--- src/rtl/packet_sink_buffer_if.sv ---
// Channel/packet bundle between a NoC packet source/consumer and packet_sink_buffer.
// The slave side is the sink buffer; the master side drives flits and consumes packets.
interface packet_sink_buffer_if #(
  parameter int CHANNEL_WIDTH    = 32,
  parameter int FLITS_PER_PACKET = 5,
  parameter int SERIAL_WIDTH     = 18,
  parameter int TS_WIDTH         = 32
);
  logic [CHANNEL_WIDTH-1:0]                  channel_in;
  logic                                      credit_out;
  logic                                      pkt_valid;
  logic                                      pkt_ready;
  logic [CHANNEL_WIDTH*FLITS_PER_PACKET-1:0] pkt_data;
  logic [SERIAL_WIDTH-1:0]                   pkt_serial;
  logic [TS_WIDTH-1:0]                       pkt_timestamp;

  modport master (
    output channel_in, pkt_ready,
    input  credit_out, pkt_valid, pkt_data, pkt_serial, pkt_timestamp
  );

  modport slave (
    input  channel_in, pkt_ready,
    output credit_out, pkt_valid, pkt_data, pkt_serial, pkt_timestamp
  );
endinterface

--- src/rtl/packet_sink_buffer.sv ---
// Frames fixed-length packets off an idle-zero flit channel, stamps them at tail
// arrival and queues whole packets in a small FIFO, returning one credit per pop.
module packet_sink_buffer #(
  parameter int CHANNEL_WIDTH    = 32,
  parameter int FLITS_PER_PACKET = 5,
  parameter int SERIAL_WIDTH     = 18,
  parameter int FIFO_DEPTH       = 4,
  parameter int TS_WIDTH         = 32,
  parameter int COUNT_WIDTH      = 16,
  parameter bit DRAIN_MODE       = 1'b0
) (
  input  logic                   clk,
  input  logic                   reset_n,
  packet_sink_buffer_if.slave    bus,
  output logic [COUNT_WIDTH-1:0] packet_count,
  output logic                   overflow_err
);

  localparam int PKT_W = CHANNEL_WIDTH * FLITS_PER_PACKET;
  localparam int CNT_W = $clog2(FLITS_PER_PACKET);
  localparam int PTR_W = $clog2(FIFO_DEPTH);

  typedef enum logic {IDLE, RECV} state_e;

  state_e                     state_q, state_d;
  logic [CNT_W-1:0]           flit_cnt_q, flit_cnt_d;
  logic [PKT_W-CHANNEL_WIDTH-1:0] asm_q, asm_d;
  logic [TS_WIDTH-1:0]        ts_q;
  logic [PTR_W:0]             wr_ptr_q, rd_ptr_q;
  logic [COUNT_WIDTH-1:0]     count_q;
  logic                       credit_q;
  logic                       overflow_q;

  logic [PKT_W-1:0]           push_data;
  logic                       push_req;
  logic                       fifo_empty, fifo_full;
  logic                       pop, accept;

  logic [PKT_W-1:0]           data_mem   [FIFO_DEPTH];
  logic [SERIAL_WIDTH-1:0]    serial_mem [FIFO_DEPTH];
  logic [TS_WIDTH-1:0]        ts_mem     [FIFO_DEPTH];

  // Shift register: after the tail is appended the header sits in the MSBs.
  assign push_data = {asm_q, bus.channel_in};

  // NOTE: every always_comb output gets a default first so no path can infer a latch.
  always_comb begin
    state_d    = state_q;
    flit_cnt_d = flit_cnt_q;
    asm_d      = asm_q;
    push_req   = 1'b0;
    case (state_q)
      IDLE: begin
        if (bus.channel_in != '0) begin
          asm_d      = push_data[PKT_W-CHANNEL_WIDTH-1:0];
          flit_cnt_d = CNT_W'(1);
          state_d    = RECV;
        end
      end
      RECV: begin
        asm_d = push_data[PKT_W-CHANNEL_WIDTH-1:0];
        if (flit_cnt_q == CNT_W'(FLITS_PER_PACKET - 1)) begin
          push_req   = 1'b1;
          flit_cnt_d = '0;
          state_d    = IDLE;
        end else begin
          flit_cnt_d = flit_cnt_q + CNT_W'(1);
        end
      end
      default: state_d = IDLE;
    endcase
  end

  assign fifo_empty = (wr_ptr_q == rd_ptr_q);
  assign fifo_full  = (wr_ptr_q[PTR_W] != rd_ptr_q[PTR_W]) &&
                      (wr_ptr_q[PTR_W-1:0] == rd_ptr_q[PTR_W-1:0]);
  assign pop        = !fifo_empty && (bus.pkt_ready || DRAIN_MODE);
  // A full FIFO still accepts when the head leaves on the same edge.
  assign accept     = push_req && (!fifo_full || pop);

  // NOTE: sequential state uses non-blocking assignments so every register samples pre-edge values.
  always_ff @(posedge clk or negedge reset_n) begin
    if (!reset_n) begin
      state_q    <= IDLE;
      flit_cnt_q <= '0;
      asm_q      <= '0;
      ts_q       <= '0;
      wr_ptr_q   <= '0;
      rd_ptr_q   <= '0;
      count_q    <= '0;
      credit_q   <= 1'b0;
      overflow_q <= 1'b0;
    end else begin
      state_q    <= state_d;
      flit_cnt_q <= flit_cnt_d;
      asm_q      <= asm_d;
      ts_q       <= ts_q + TS_WIDTH'(1);
      credit_q   <= pop;
      if (accept) begin
        wr_ptr_q <= wr_ptr_q + (PTR_W+1)'(1);
        if (count_q != '1) count_q <= count_q + COUNT_WIDTH'(1);
      end
      if (pop) rd_ptr_q <= rd_ptr_q + (PTR_W+1)'(1);
      if (push_req && fifo_full && !pop) overflow_q <= 1'b1;
    end
  end

  // NOTE: packet storage is not reset; outputs are gated by pkt_valid so stale slots never show.
  always_ff @(posedge clk) begin
    if (accept) begin
      data_mem[wr_ptr_q[PTR_W-1:0]]   <= push_data;
      serial_mem[wr_ptr_q[PTR_W-1:0]] <= push_data[PKT_W-CHANNEL_WIDTH +: SERIAL_WIDTH];
      ts_mem[wr_ptr_q[PTR_W-1:0]]     <= ts_q;
    end
  end

  assign bus.pkt_valid     = !fifo_empty;
  assign bus.credit_out    = credit_q;
  assign bus.pkt_data      = fifo_empty ? '0 : data_mem[rd_ptr_q[PTR_W-1:0]];
  assign bus.pkt_serial    = fifo_empty ? '0 : serial_mem[rd_ptr_q[PTR_W-1:0]];
  assign bus.pkt_timestamp = fifo_empty ? '0 : ts_mem[rd_ptr_q[PTR_W-1:0]];
  assign packet_count      = count_q;
  assign overflow_err      = overflow_q;

endmodule

--- src/flat_wrapper.sv ---
// flat-port wrapper written by rule: the top's interface ports become plain ports
module packet_sink_buffer_flat 
#(
  parameter int CHANNEL_WIDTH    = 32,
  parameter int FLITS_PER_PACKET = 5,
  parameter int SERIAL_WIDTH     = 18,
  parameter int FIFO_DEPTH       = 4,
  parameter int TS_WIDTH         = 32,
  parameter int COUNT_WIDTH      = 16,
  parameter bit DRAIN_MODE       = 1'b0
)
  (clk, reset_n, packet_count, overflow_err, bus_channel_in, bus_pkt_ready, bus_credit_out, bus_pkt_valid, bus_pkt_data, bus_pkt_serial, bus_pkt_timestamp);
  packet_sink_buffer_if #(.CHANNEL_WIDTH(CHANNEL_WIDTH), .FLITS_PER_PACKET(FLITS_PER_PACKET), .SERIAL_WIDTH(SERIAL_WIDTH), .TS_WIDTH(TS_WIDTH)) bus_i ();
  input  logic clk;
  input  logic reset_n;
  output logic [COUNT_WIDTH-1:0] packet_count;
  output logic overflow_err;
  input wire logic [$bits(bus_i.channel_in)-1:0] bus_channel_in;
  input wire logic [$bits(bus_i.pkt_ready)-1:0] bus_pkt_ready;
  output wire logic [$bits(bus_i.credit_out)-1:0] bus_credit_out;
  output wire logic [$bits(bus_i.pkt_valid)-1:0] bus_pkt_valid;
  output wire logic [$bits(bus_i.pkt_data)-1:0] bus_pkt_data;
  output wire logic [$bits(bus_i.pkt_serial)-1:0] bus_pkt_serial;
  output wire logic [$bits(bus_i.pkt_timestamp)-1:0] bus_pkt_timestamp;
  assign bus_i.channel_in = bus_channel_in;
  assign bus_i.pkt_ready = bus_pkt_ready;
  assign bus_credit_out = bus_i.credit_out;
  assign bus_pkt_valid = bus_i.pkt_valid;
  assign bus_pkt_data = bus_i.pkt_data;
  assign bus_pkt_serial = bus_i.pkt_serial;
  assign bus_pkt_timestamp = bus_i.pkt_timestamp;
  packet_sink_buffer #(.CHANNEL_WIDTH(CHANNEL_WIDTH), .FLITS_PER_PACKET(FLITS_PER_PACKET), .SERIAL_WIDTH(SERIAL_WIDTH), .FIFO_DEPTH(FIFO_DEPTH), .TS_WIDTH(TS_WIDTH), .COUNT_WIDTH(COUNT_WIDTH), .DRAIN_MODE(DRAIN_MODE)) u_core (.clk(clk), .reset_n(reset_n), .bus(bus_i), .packet_count(packet_count), .overflow_err(overflow_err));
endmodule
--- config.mk ---
export PLATFORM = sky130hd
export DESIGN_NAME = packet_sink_buffer_flat
export DESIGN_NICKNAME = d
export VERILOG_FILES = /design/src/rtl/packet_sink_buffer_if.sv /design/src/rtl/packet_sink_buffer.sv /design/src/flat_wrapper.sv
export SDC_FILE = /design/constraint.sdc
export NUM_CORES = 1
export LEC_CHECK = 0
export ABC_AREA = 1
export ABC_CLOCK_PERIOD_IN_PS = 11450
export CAP_MARGIN = 30
export CORE_MARGIN = 2
export CORE_UTILIZATION = 25
export CTS_CLUSTER_DIAMETER = 200
export CTS_CLUSTER_SIZE = 28
export DETAILED_ROUTE_END_ITERATION = 7
export GPL_ROUTABILITY_DRIVEN = 0
export SLEW_MARGIN = 40
export SYNTH_ARGS = -nofsm -noshare
export SYNTH_HDL_FRONTEND = slang
export SYNTH_SLANG_ARGS = --single-unit
--- constraint.sdc ---
create_clock -name clk -period 11.45 [get_ports clk]
set_input_delay 2.29 -clock clk [delete_from_list [all_inputs] [get_ports clk]]
set_output_delay 2.29 -clock clk [all_outputs]
set_load 0.01 [all_outputs]
==> metrics, run 1 <==
Iter 0 DRT Violations ~2500; syn nets 3370; crit path buf inv count 4; Seq cells post-synth 956; RSZ-0062 raised after global routing false; crit-path most repeated cell nand2_1; Final Hold Fails 0; Crit path max-delay family buffers and inverters; drt drc 0; Least-Margin Pin Slew 0.8465 ns; # hold bufs at CTS 0; site row count roughly 140; global-route wire length before repair approximately 160000 µm; Netlist Area Pre-Place 0.03871 mm²; Worst path slowest cell dfrtp_4; layout filler cell count about 16000; final antenna-violating net count 0; CTS H-tree lvls 2; sum of negative setup slack 0 ns; Cells after Synth 3326; Initial Util 25.16%; gr ovfl total 0; gr usage total 12.92%; HP Class register to register; Core Box Area roughly 0.15 mm²; DIE AREA 0.1580 mm²; FMAX 155.6 MHz; Yosys cell types 28; synth warn 0; CTS Buf Count 40; Area Overhead vs Synth 15.41%; Worst setup SP type register; Period minus WS final 6.427 ns; DRT Pass-1 Iters 5; CP max FO about 120; Reg clk slew, reported paths 0.11 ns; CP peak stage delay 0.80 ns; Critical Path, Cell by Cell inv_8 -> nand2_1 -> nand2_1 -> nor2_4 -> nand2_8 -> buf_6 -> nand2_1 -> inv_2 -> clkdlybuf4s50_1; antenna violations before repair 4; Pwr Density 254.5 mW/mm²; CP Capture Type primary output; IO Pins 264; root buffer cell clkbuf_16; die span in x 397.5 µm; Worst-Skew Late Latency approximately 0.65 ns; most common cell after layout, fill and taps aside edfxtp_1; run status finished clean; vias in the first global route between 20000 and 25000; layout cells sized above 1 between 7 and 8%; setup repair bufs after CTS 0; via count 25138; clk sink count 956; Final #Nets around 3500; maximum VDD drop 162.7 µV; routed len/inst approximately 19 µm; synthesized area per cell approximately 12 µm²; largest net degree at the start of global routing around 200; clk_skew approximately 0.033 ns; Crit Path Category register to primary output; CTS tree done; worst path required time 9.16 ns; Bufs on Longest Clock Path 3; PostCTS Resize Cnt 0; Final Cycle Share roughly 56%; most frequent cells in the layout 768 x edfxtp_1, 599 x nand2_1, 441 x nor2_1; Final Power around 11 mW; I/O Buffers 263; max-cap check violation count 0; final number of max-transition violations 0; die height 397.5 µm; DR vias/cell 4.545; post-synthesis sequential area ratio 71.73%; DPL Wire Length between 60000 and 70000 µm; Arr. time, crit path 4.14 ns; Total Wirelength 105300 µm; Max-slew headroom a little over two fifths; Final Setup Violations 0; Leakage about 16 nW
==> cell type report <==
| cell class | count | area, µm² | share of cell area (%) |
|---|---|---|---|
| Clock buffer | 70 | 1135 | 2.540 |
| Clock inverter | 4 | 45.04 | 0.1008 |
| Antenna cell | 1 | 2.502 | 0.005602 |
| Timing Repair Buffer | 306 | 3283 | 7.350 |
| Inverter | 271 | 1044 | 2.336 |
| Multi-Input combinational cell | 1879 | 8831 | 19.77 |
| Sequential cell | 956 | 27770 | 62.17 |
| Tap cell | 2044 | 2557 | 5.725 |
==> synthesized netlist by cell type <==
library cell | number | area, µm²
clkbuf_2 | 7 | 35.03
nand2_2 | 4 | 25.02
edfxtp_1 | 768 | 23060
buf_4 | 23 | 172.7
nor2_4 | 4 | 45.04
dfrtp_1 | 188 | 4705
nand4_1 | 145 | 907.1
o21ai_0 | 389 | 1947
buf_6 | 21 | 236.5
nand3b_1 | 8 | 60.06
clkbuf_1 | 106 | 397.9
o21ai_1 | 1 | 5.000
ha_1 | 9 | 112.6
nand3_2 | 1 | 10.01
nand3_1 | 37 | 185.2
nand2_1 | 599 | 2248
xor2_1 | 18 | 157.7
o22ai_1 | 192 | 1201
inv_4 | 2 | 12.51
nor3_1 | 9 | 45.04
buf_2 | 63 | 315.3
inv_2 | 144 | 540.5
inv_1 | 125 | 469.2
nor2_1 | 446 | 1674
o21bai_1 | 1 | 7.510
nor2_2 | 7 | 43.79
nand3_4 | 1 | 17.52
xnor2_1 | 8 | 70.07
==> worst register-to-register path: stages, from the launching register on <==
cell and delay [ns]:
dfrtp_4 0.80, inv_8 0.73, nand2_1 0.11, nand2_1 0.14
nor2_4 0.07, nand2_2 0.14, nand2_2 0.25, nor2_4 0.68
buf_12 0.41, buf_16 0.39
==> worst paths after layout <==
path                                     from                      end  slack [ns]  depth (start not counted)
max                        u_core.rd_ptr_q[1]    bus_pkt_timestamp[26]        5.02                          9
min                         u_core.asm_q[101]  u_core.data_mem[2][133]        0.53                          0
max reg2reg                u_core.rd_ptr_q[1]   u_core.data_mem[2][23]        7.28                          9
min reg2reg                 u_core.asm_q[101]  u_core.data_mem[2][133]        0.53                          0
max in group asynchronous             reset_n        u_core.asm_q[119]        8.61                          3
min in group asynchronous             reset_n         u_core.asm_q[40]        1.56                          1
==> flip-flops by register name, summed over array words and instances, names as in the netlist <==
name	cells
u_core.state_q	1
u_core.rd_ptr_q	3
u_core.wr_ptr_q	3
u_core.asm_q	128
u_core.data_mem	640
u_core.ts_mem	128
u_core.ts_q	32
u_core.packet_count	16
u_core.flit_cnt_q	3
u_core.overflow_err	1
u_core.bus.credit_out	1
==> cells by family after synthesis <==
logic type,count (synthesis),share of synthesized area (%)
and+or+nand+nor,1261,13.59
DFF,956,71.73
AOI/OAI and AO/OA,583,8.165
buffers and inverters,491,5.631
xor gates and xnor gates,26,0.5883
adders and majority gates,9,0.2909
==> report_power, final <==
part	switching (mW)	internal (mW)	leakage, nW
Combinational	3.33	1.93	6.48
Clock	1.08	0.696	0.562
Sequential	0.149	4.18	9.23
==> metal layers <==
layer,part of all wire (%),up-vias,track usage [%]
met5,0.0076,-,0
met4,1.5,2,2.435
met2,45,750,19.89
met3,6.0,73,1.646
li1,-,11755,-
met1,47,12558,19.47
==> stage by stage <==
stage	util (%)	cells	instance area [µm²]	hold WS [ns]	setup WS, ns
after floorplan	-	3326	38710	0.4761	0.1576
after global placement	28.02	5444	43120	0.4961	4.866
after detailed placement	28.22	5454	43420	0.5026	5.339
after CTS	28.99	5528	44600	0.5199	4.603
after global routing	29.03	5530	44670	0.5555	4.635
final	29.03	5531	44670	0.5292	5.023
(Power assumes the default switching activity.)
==> run 2, diff against run 1 <==
--- a/config.mk
+++ b/config.mk
@@ -6,7 +6,7 @@
 export NUM_CORES = 1
 export LEC_CHECK = 0
 export ABC_AREA = 1
-export ABC_CLOCK_PERIOD_IN_PS = 11450
+export ABC_CLOCK_PERIOD_IN_PS = 5970
 export CAP_MARGIN = 30
 export CORE_MARGIN = 2
 export CORE_UTILIZATION = 25
==> constraint.sdc (replaced) <==
create_clock -name clk -period 5.97 [get_ports clk]
set_input_delay 1.194 -clock clk [delete_from_list [all_inputs] [get_ports clk]]
set_output_delay 1.194 -clock clk [all_outputs]
set_load 0.01 [all_outputs]
==> metrics, run 2 (synthesis results as in run 1) <==
routed len/inst roughly 19 µm; root buffer cell clkbuf_16; CTS tree done; DPL Wire Length 62380 µm; final antenna-violating net count 0; setup repair bufs after CTS 0; I/O Buffers 263; r2r endpoint u_core.data_mem[0][22]; run status finished clean; IO Pins 264; Area Overhead vs Synth 15.40%; Reg2Reg Setup Slack between 2 and 2.5 ns; RSZ-0062 raised after global routing false; site row count ~140; Worst-Skew Late Latency 0.64 ns; Final Hold Fails 0; maximum VDD drop 357.8 µV; final number of max-transition violations 0; die span in x 397.5 µm; Total Wirelength 105300 µm; worst path required time 4.78 ns; Final #Nets 3502; Crit Path Category register to primary output; post-route cell area 0.04467 mm²; placed insts about 5500; Leakage 16.26 nW; Post-DP Area 0.04342 mm²; clk sink count between 900 and 1000; Least-Margin Pin Slew 0.9202 ns; gr usage total 12.92%; Iter 0 DRT Violations approximately 2100; antenna violations before repair 3; clk_skew 0.03664 ns; Arr. time, crit path between 4 and 5 ns; Pwr Density around 490 mW/mm²; DR vias/cell 4.515; Period minus WS final 5.309 ns; Core Box Area 0.1539 mm²; via count 24981; PostCTS Resize Cnt 0; Bufs on Longest Clock Path 3; Max-slew headroom 38.65%; reg-to-reg startpoint u_core.rd_ptr_q[0]; die height 397.5 µm; vias in the first global route 23107; DIE AREA 0.1580 mm²; CP Capture Type primary output; FMAX 188.4 MHz; Reg clk slew, reported paths roughly 0.11 ns; Finished Layout Cells 5533; Worst setup SP type register; max-cap check violation count 0; Largest register FFs 640; Final Setup Violations 0; CP max FO ~130; Final Cycle Share 88.92%; global-route wire length before repair 156400 µm; worst r2r path cells 9; worst slack at placement 1.286 ns; sum of negative setup slack 0 ns; gr ovfl total 0; largest net degree at the start of global routing 181; DRT Pass-1 Iters 5; slack of the critical path 0.6612 ns; most common cell after layout, fill and taps aside edfxtp_1; Initial Util between 20% and 30%; most frequent cells in the layout 768 x edfxtp_1, 599 x nand2_1, 441 x nor2_1; drt drc 0; CTS Buf Count 40; layout cells sized above 1 about 7.5%; diodes inserted 0; CTS H-tree lvls 2; HP Class input port to asynchronous set/reset pin; # hold bufs at CTS 0
[run 2: how the worst max path moves through the flow]
stage,from,endpoint,slack (ns)
2_1_floorplan,bus_pkt_ready,u_core.data_mem[0][0],-0.99
3_3_place_gp,u_core.rd_ptr_q[0],bus_pkt_data[65],1.36
3_5_place_dp,u_core.rd_ptr_q[0],bus_pkt_data[60],1.29
4_1_cts,u_core.rd_ptr_q[0],bus_pkt_data[60],0.54
5_1_grt,u_core.rd_ptr_q[0],bus_pkt_data[60],0.31
6_report,u_core.rd_ptr_q[0],bus_pkt_data[95],0.66
[run 2: final cells by class]
cell class	instances	area, µm²
multi-input combinational	1879	8831
clock buffer	70	1114
sequential	956	27770
tap	2044	2557
clock inverter	3	55.05
inverter	271	1037
timing repair buffer	310	3301
fill	15766	109200
[run 2: power breakdown]
part	internal, mW	switching (mW)
registers	8.02	0.277
logic	3.68	6.38
clock network	1.31	2.03
[run 2: worst max-delay path: stages (launching register included)]
cell and delay, ns:
dfrtp_4 0.77, clkinv_8 0.47, buf_12 0.32, buf_16 0.42
o21ai_0 0.14, o22ai_1 0.50, nand2_1 0.13, inv_2 0.07
clkdlybuf4s50_1 0.52
[run 2: layer usage]
layer / track usage (%) / vias up / part of all wire [%]
met5: 0 / - / 0.022
met4: 2.394 / 4 / 1.5
met3: 1.442 / 67 / 5.4
met2: 20.02 / 729 / 45
met1: 19.50 / 12429 / 48
li1: - / 11752 / -
[run 2: per-stage QoR]
stage	total power [mW]	utilization (%)	hold WS, ns
3_5_place_dp	18.77	28.22	0.4786
2_1_floorplan	14.06	-	0.4761
4_1_cts	22.12	28.98	0.4777
3_3_place_gp	18.70	28.16	0.4694
5_1_grt	23.04	29.03	0.4856
6_report	21.69	29.03	0.5018
==> run 3, diff against run 2 <==
--- a/config.mk
+++ b/config.mk
@@ -8,12 +8,12 @@
 export ABC_AREA = 1
 export ABC_CLOCK_PERIOD_IN_PS = 5970
 export CAP_MARGIN = 30
-export CORE_MARGIN = 2
 export CORE_UTILIZATION = 25
 export CTS_CLUSTER_DIAMETER = 200
 export CTS_CLUSTER_SIZE = 28
 export DETAILED_ROUTE_END_ITERATION = 7
 export GPL_ROUTABILITY_DRIVEN = 0
+export SKIP_CTS_REPAIR_TIMING = 1
 export SLEW_MARGIN = 40
 export SYNTH_ARGS = -nofsm -noshare
 export SYNTH_HDL_FRONTEND = slang
==> metrics, run 3 (synthesis results as in run 1) <==
run status finished clean; most common cell after layout, fill and taps aside edfxtp_1; Worst path slowest cell dfrtp_4; Hold Crit Depth 1; sum of negative setup slack 0 ns; CP peak stage delay 0.82 ns; reg-to-reg startpoint u_core.rd_ptr_q[0]; RSZ-0062 raised after global routing false; die span in x around 400 µm; M1 WL 50590 µm; DR top layer met5; CTS tree done; Final Setup Violations 0; CP Capture Type primary output; FMAX 195.5 MHz; post-route cell area approximately 0.045 mm²; Final Hold Fails 0; Max-slew headroom approximately two fifths; DR vias/cell 4.504; most frequent cells in the layout 768 x edfxtp_1, 599 x nand2_1, 441 x nor2_1; max-cap check violation count 0; Period minus WS final 5.114 ns; Crit path max-delay family buffers and inverters; Leakage around 16 nW; Core Box Area ~0.15 mm²; diodes inserted 0; Multi-input gate area around 0.009 mm²; clk sink count 956; Finished Layout Cells 5535; Worst path depth 8; die height 395.5 µm; Initial Util 25.16%; DIE AREA about 0.16 mm²; Hold Slack between 0.4 and 0.5 ns; Area Overhead vs Synth 15.72%; combined flip-flop and latch cell area 0.02777 mm²; CTS H-tree lvls 2; placed insts 5461; wire length on met3 5084 µm; vias in the first global route 22989; final number of max-transition violations 0; Worst setup SP type register; Iter 0 DRT Violations 2039; worst path required time approximately 4.8 ns; root buffer cell clkbuf_16; maximum VDD drop 461.7 µV; I/O Buffers between 200 and 300; routed len/inst between 15 and 20 µm; Reg2Reg Setup Slack 2.61 ns; Final Cycle Share 85.67%; DRT Pass-1 Iters 5; Final #Nets 3503; gr usage total a little over an eighth; Bufs on Longest Clock Path 3; largest net degree at the start of global routing 176; Reg clk slew, reported paths 0.11 ns; via count approximately 25000; Crit Path Category register to primary output; site row count 144; hold path start u_core.overflow_err; crit-path most repeated cell buf_16; antenna violations before repair 3; Pwr Density a little under 500 mW/mm²; IO Pins between 200 and 300; global-route wire length before repair 156000 µm; DR WL met2 47920 µm; CP max FO approximately 130; drt drc 0; DPL Wire Length 61420 µm; Largest register FFs 640; worst r2r path cells 9; Worst Hold End u_core.overflow_err; Total Wirelength 105300 µm; Critical Path, Cell by Cell buf_12 -> buf_16 -> buf_16 -> o21ai_0 -> o22ai_1 -> nand2_1 -> inv_2 -> clkdlybuf4s50_1; Post-DP Area 0.04361 mm²; final antenna-violating net count 0; Least-Margin Pin Slew 0.8745 ns; crit path buf inv count 5; r2r endpoint u_core.data_mem[1][119]; gr ovfl total 0; clk_skew slightly above 0.05 ns; CTS Buf Count 40; Arr. time, crit path 3.92 ns; layout filler cell count 15819; Worst-Skew Late Latency 0.65 ns; HP Class register to register; layout cells sized above 1 7.534%
run 3: cell count changes in the layout (fill, tap and decap cells not counted), moves of 2 or more:
cell    change
buf_12      +5
buf_6       -4
buf_16      +3
buf_4       -2
run 3: worst max path at each step:
stage / start / endpoint / slack [ns]
after global routing: u_core.rd_ptr_q[0] / bus_pkt_data[62] / 0.52
after detailed placement: u_core.rd_ptr_q[0] / bus_pkt_serial[1] / 1.49
after CTS: u_core.rd_ptr_q[0] / bus_pkt_serial[1] / 0.76
final: u_core.rd_ptr_q[0] / bus_pkt_data[93] / 0.86
after floorplan: bus_pkt_ready / u_core.data_mem[0][0] / -0.99
after global placement: u_core.rd_ptr_q[0] / bus_pkt_data[98] / 1.55
run 3: cell type report:
class                   count  area share, %
inverters                 271          2.316
repair buffers            311          7.609
clock inverters             3         0.1061
clock buffers              71          2.542
multi-input cells        1879          19.71
well taps                2044          5.709
flip-flops and latches    956          62.00
run 3: through the flow:
step / power (mW) / util [%] / setup slack [ns]
after floorplan: 14.06 / - / -0.9921
after global placement: 18.74 / 28.21 / 1.548
after global routing: 23.20 / 29.11 / 0.5217
final: 21.89 / 29.11 / 0.8556
after CTS: 22.35 / 29.11 / 0.7600
after detailed placement: 18.95 / 28.34 / 1.490
run 3: layer usage:
layer  vias to the layer above  global-route usage [%]
li1                      11761                       -
met2                       654                   20.37
met1                     12448                   19.29
met4                         4                   2.503
met3                        65                   1.714
met5                         -                       0
run 3: power by group:
part           leakage [nW]  switching (mW)  total (mW)  internal, mW
clock                 0.561            2.06        3.40          1.34
sequential             9.23           0.195        8.21          8.02
combinational          6.52            6.48        10.3          3.80
